$ cat src/rtl/unary_binary_dot_engine.sv
// Multi-lane temporal-unary/binary dot-product engine: out = sum_j(a_j*b_j + c_j).
// a_j and c_j are replayed as pulse trains against a shared counter; b_j is added in binary.
module unary_binary_dot_engine #(
  parameter  int SIZE      = 6,
  parameter  int SETS      = 16,
  parameter  int ACC_EXTRA = 4,
  localparam int OUT_W     = 2*SIZE + $clog2(SETS) + ACC_EXTRA + 1
) (
  input  logic                 clk,
  input  logic                 reset,
  input  logic                 in_valid,
  output logic                 in_ready,
  input  logic                 in_acc,
  input  logic [SETS*SIZE-1:0] a,
  input  logic [SETS*SIZE-1:0] b,
  input  logic [SETS*SIZE-1:0] c,
  input  logic                 abort,
  output logic                 busy,
  output logic                 out_valid,
  input  logic                 out_ready,
  output logic [OUT_W-1:0]     out_data,
  output logic                 out_ovf
);

  localparam int LVLS  = $clog2(SETS);
  localparam int P     = 1 << LVLS;
  localparam int ADD_W = SIZE + LVLS + 1;

  typedef enum logic [1:0] {IDLE, RUN, DONE} state_t;

  state_t                 state_q, state_d;
  logic [SETS*SIZE-1:0]   a_q, b_q, c_q;
  logic [SIZE-1:0]        max_q;
  logic [SIZE-1:0]        maxIn;
  logic [SIZE:0]          count_q;
  logic [OUT_W-1:0]       acc_q;
  logic                   ovf_q;
  logic [ADD_W-1:0]       laneTerm [P];
  logic [ADD_W-1:0]       addend;
  logic [OUT_W:0]         accSum;
  logic                   lastCycle;

  // Longest pulse train among all incoming a_j and c_j sets the RUN length.
  always_comb begin
    maxIn = '0;
    for (int j = 0; j < SETS; j++) begin
      if (a[j*SIZE +: SIZE] > maxIn) maxIn = a[j*SIZE +: SIZE];
      if (c[j*SIZE +: SIZE] > maxIn) maxIn = c[j*SIZE +: SIZE];
    end
  end

  for (genvar j = 0; j < P; j++) begin : g_lane
    if (j < SETS) begin : g_real
      logic aHit, cHit;
      assign aHit = count_q < {1'b0, a_q[j*SIZE +: SIZE]};
      assign cHit = count_q < {1'b0, c_q[j*SIZE +: SIZE]};
      assign laneTerm[j] = (aHit ? ADD_W'(b_q[j*SIZE +: SIZE]) : ADD_W'(0))
                         + (cHit ? ADD_W'(1) : ADD_W'(0));
    end else begin : g_pad
      assign laneTerm[j] = '0;
    end
  end

  // Pairwise halving keeps the lane reduction a balanced tree of depth log2(P).
  always_comb begin : addTree
    logic [ADD_W-1:0] node [P];
    for (int k = 0; k < P; k++) node[k] = laneTerm[k];
    for (int w = P / 2; w >= 1; w = w / 2) begin
      for (int k = 0; k < w; k++) node[k] = node[2*k] + node[2*k+1];
    end
    addend = node[0];
  end

  assign accSum    = {1'b0, acc_q} + (OUT_W+1)'(addend);
  assign lastCycle = (count_q + (SIZE+1)'(1)) == {1'b0, max_q};

  always_ff @(posedge clk or posedge reset) begin
    if (reset) state_q <= IDLE;
    else       state_q <= state_d;
  end

  always_comb begin
    state_d = state_q;
    case (state_q)
      IDLE:    if (in_valid) state_d = (maxIn == '0) ? DONE : RUN;
      RUN:     if (abort) state_d = IDLE;
               else if (lastCycle) state_d = DONE;
      DONE:    if (abort || out_ready) state_d = IDLE;
      default: state_d = IDLE;
    endcase
  end

  always_comb begin
    in_ready  = 1'b0;
    busy      = 1'b0;
    out_valid = 1'b0;
    case (state_q)
      IDLE:    in_ready  = 1'b1;
      RUN:     busy      = 1'b1;
      DONE:    out_valid = 1'b1;
      default: in_ready  = 1'b0;
    endcase
  end

  // Overflow is sticky across accumulate jobs and only cleared by a fresh job or abort.
  always_ff @(posedge clk or posedge reset) begin
    if (reset) begin
      a_q     <= '0;
      b_q     <= '0;
      c_q     <= '0;
      max_q   <= '0;
      count_q <= '0;
      acc_q   <= '0;
      ovf_q   <= 1'b0;
    end else begin
      case (state_q)
        IDLE: if (in_valid) begin
          a_q     <= a;
          b_q     <= b;
          c_q     <= c;
          max_q   <= maxIn;
          count_q <= '0;
          if (!in_acc) begin
            acc_q <= '0;
            ovf_q <= 1'b0;
          end
        end
        RUN: if (abort) begin
          acc_q   <= '0;
          ovf_q   <= 1'b0;
          count_q <= '0;
        end else begin
          acc_q   <= accSum[OUT_W-1:0];
          count_q <= count_q + (SIZE+1)'(1);
          if (accSum[OUT_W]) ovf_q <= 1'b1;
        end
        DONE: if (abort) begin
          acc_q   <= '0;
          ovf_q   <= 1'b0;
          count_q <= '0;
        end
        default: count_q <= '0;
      endcase
    end
  end

  assign out_data = acc_q;
  assign out_ovf  = ovf_q;

endmodule

$ cat config.mk
export PLATFORM = sky130hd
export DESIGN_NAME = unary_binary_dot_engine
export DESIGN_NICKNAME = d
export VERILOG_FILES = /design/src/rtl/unary_binary_dot_engine.sv
export SDC_FILE = /design/constraint.sdc
export NUM_CORES = 2
export LEC_CHECK = 0
export ABC_AREA = 1
export CORE_AREA = 2 2 208 261
export DETAILED_ROUTE_END_ITERATION = 16
export DIE_AREA = 0 0 210 263
export GPL_TIMING_DRIVEN = 0
export PLACE_DENSITY = 0.78
export SYNTH_ARGS = -nofsm -noshare
export SYNTH_HDL_FRONTEND = slang
export SYNTH_SLANG_ARGS = --single-unit
export TNS_END_PERCENT = 1
$ cat constraint.sdc
create_clock -name clk -period 29.8 [get_ports clk]
set_input_delay 5.96 -clock clk [delete_from_list [all_inputs] [get_ports clk]]
set_output_delay 5.96 -clock clk [all_outputs]
set_load 0.01 [all_outputs]
==> flow_metrics.tcl <==
set metrics [dict create \
    status "finished with violations" \
    failed_checks "negative setup slack" \
    worstSkewPairLatency_ns 0.54 \
    skew_ns 0.01474 \
    hpwl_um 68080 \
    synth.distinct_cells 50 \
    gp_congestion 0.9375 \
    synth_common_cells "nand2_1 (1013), inv_1 (616), nand3_1 (376)" \
    synth_top_area_share_pct 28.22 \
    async_reset_ff_share_pct 100.0 \
    drt.antenna.violating_nets 0 \
    ioPinCount 319 \
    wl_per_cell_um 18.60 \
    post-route-period-util_pct 128.7 \
    cp-end-kind "register" \
    grt_pass1_vias 28805 \
    dpl_cell_area_sq_um 33180 \
    setup_slack_ns -8.559 \
    areaGrowthSynthToFinish_pct 33.50 \
    hold_viol 0 \
    post-synth-top-area-cell "dfrtp_1" \
    critPathArrivalTime_ns 38.79 \
    post-place-cells 4863 \
    cts_buffers 38 \
    drt-initial-drc-count 2524 \
    groute.usage.overall_pct 33.54 \
    rsz0062_at_grt "yes" \
    tightest_slew_ns 1.398 \
    max_stage_delay_ns 0.32 \
    dieArea_sq_um 55230 \
    relSlewSlack_pct 6.264 \
    antenna_found_initial 5 \
    finalMaxSlewViolations 0 \
    post-route-min-period_ns 38.36 \
    crit_top_cell "nand2_2" \
    dr.pass1.iters 6 \
    ys_ff_latch 325 \
    max_freq_ghz 0.02607 \
    wl_um 96580 \
    final_area_sq_um 38470 \
    coreArea_sq_um 52570 \
    drc 0 \
    cts_max_level 2 \
    synth_flop_cell "dfrtp_1" \
    path_clk_slew_ns 0.06 \
    synth_edf_count 0 \
    ys_seq_area_share_pct 28.22 \
    yosys_warnings 0 \
    avgSynthCellArea_sq_um 7.452 \
    die_w_um 210 \
    initial_core_util_pct 54.81 \
    drv_cap 0 \
    crit_slowest_cell "ha_1" \
    die_h_um 263 \
    cp_data_required_time_ns 30.23 \
    cts_tree "yes" \
    cpLargestDelayFamily "simple AND/OR/NAND/NOR gates" \
    setup_viol 8 \
    grt_max_degree 127 \
    synth_cells 3867 \
    syn-num-nets 4546 \
    cp-start-kind "primary input" \
    rows 94 \
    grt_pass1_wl_um 147100 \
    clock_path_buffers 3 \
    hp-class "reg -> reg" \
    viasPerCell 5.560 \
    fin_tns_setup_ns -66.21 \
    cts_hold_buf 0 \
    critPathBufInv 59 \
    path_class "in -> reg" \
    portBuffers 318 \
    path_max_fanout 8 \
    route.vias.total 28874 \
    holdWs_ns 0.4807 \
    clockRootBuffer "clkbuf_16" \
    grt.overflow.total 0 \
    yosys-top-cells-area "dfrtp_1 (28%), nand2_1 (13%), ha_1 (12%)" \
    synth.most_common_cell "nand2_1" \
    stdcell_count 5193 \
    drive_gt1_share_pct 21.89 \
    synth_area_sq_um 28820 \
    fin_nets 5171 \
    clock-sinks 325 \
]
==> registers in the layout, summed over array words and instances (netlist names) <==
signal / count
a_q: 96
out_data: 21
c_q: 96
out_ovf: 1
max_q: 6
count_q: 7
b_q: 96
state_q: 2
==> worst register-to-register path, delay by kind of cell (launching register included) <==
family	cells	cell delay, ns
flops	1	0.45
fa+ha+maj	7	3.83
compound gates	10	2.55
simple gates	15	1.68
buf+inv	8	1.67
==> through the flow <==
stage          util [%]  setup slack (ns)
3_5_place_dp      63.11            -12.63
4_1_cts           70.39            -7.821
5_1_grt           73.17            -10.45
6_report          73.18            -8.559
2_1_floorplan         -            -7.584
3_3_place_gp      62.82            -12.09
==> path summary, 6_finish.rpt <==
check,start,end,slack (ns),cells past startpoint
setup / recovery,c[0],state_q[0],-8.56,284
hold / removal,b_q[47],b_q[47],0.48,2
min in group asynchronous,reset,b_q[51],5.91,2
max in group asynchronous,reset,c_q[5],22.77,3
setup reg to reg,count_q[0],out_ovf,19.54,40
hold reg to reg,b_q[47],b_q[47],0.48,2
==> cell usage in the layout (no fill, tap or decap), types with 81 or more instances in the layout <==
master / instances
a21oi_1: 81
nand2_1: 926
nand2_2: 188
ha_1: 236
inv_1: 587
nor2_1: 139
clkdlybuf4s50_1: 306
nand3_1: 340
fa_1: 101
buf_4: 253
dfrtp_1: 320
nand3_2: 90
o21ai_0: 280
==> per-layer routing <==
layer	share of wire, %	global-route usage (%)
met1	38	40.36
met4	5.8	16.58
met2	50	59.12
met5	0.038	0
met3	6.5	4.163
==> cell families after synthesis <==
group	count (synthesis)	share of synthesized area, %
buffers and inverters	727	10.33
AOI/OAI and AO/OA	545	10.39
adders and majority gates	385	19.35
xor gates and xnor gates	10	0.3040
DFF	325	28.22
and+or+nand+nor	1875	31.41
==> cell type report <==
type,instances,area [sq um]
Buffer,104,705.7
Tap cell,672,840.8
Antenna cell,3,7.507
Sequential cell,325,8139
Clock buffer,53,1151
Multi-Input combinational cell,2815,19820
Inverter,623,2361
Timing Repair Buffer,584,5241
Clock inverter,13,198.9
Timing Repair inverter,1,5.005
Fill cell,3877,14100
==> repair_timing <==
action	in CTS	in global routing
cloned	7	1
endpoints found under the hold margin	0	0
buffers inserted	184	69
gates resized for setup	282	177
pin swaps	240	222
endpoints found under the setup margin	8	8
Power is left out: the tool's default activity adds up to more than one toggle a clock period on the data nets, which glitch-free logic cannot reach.
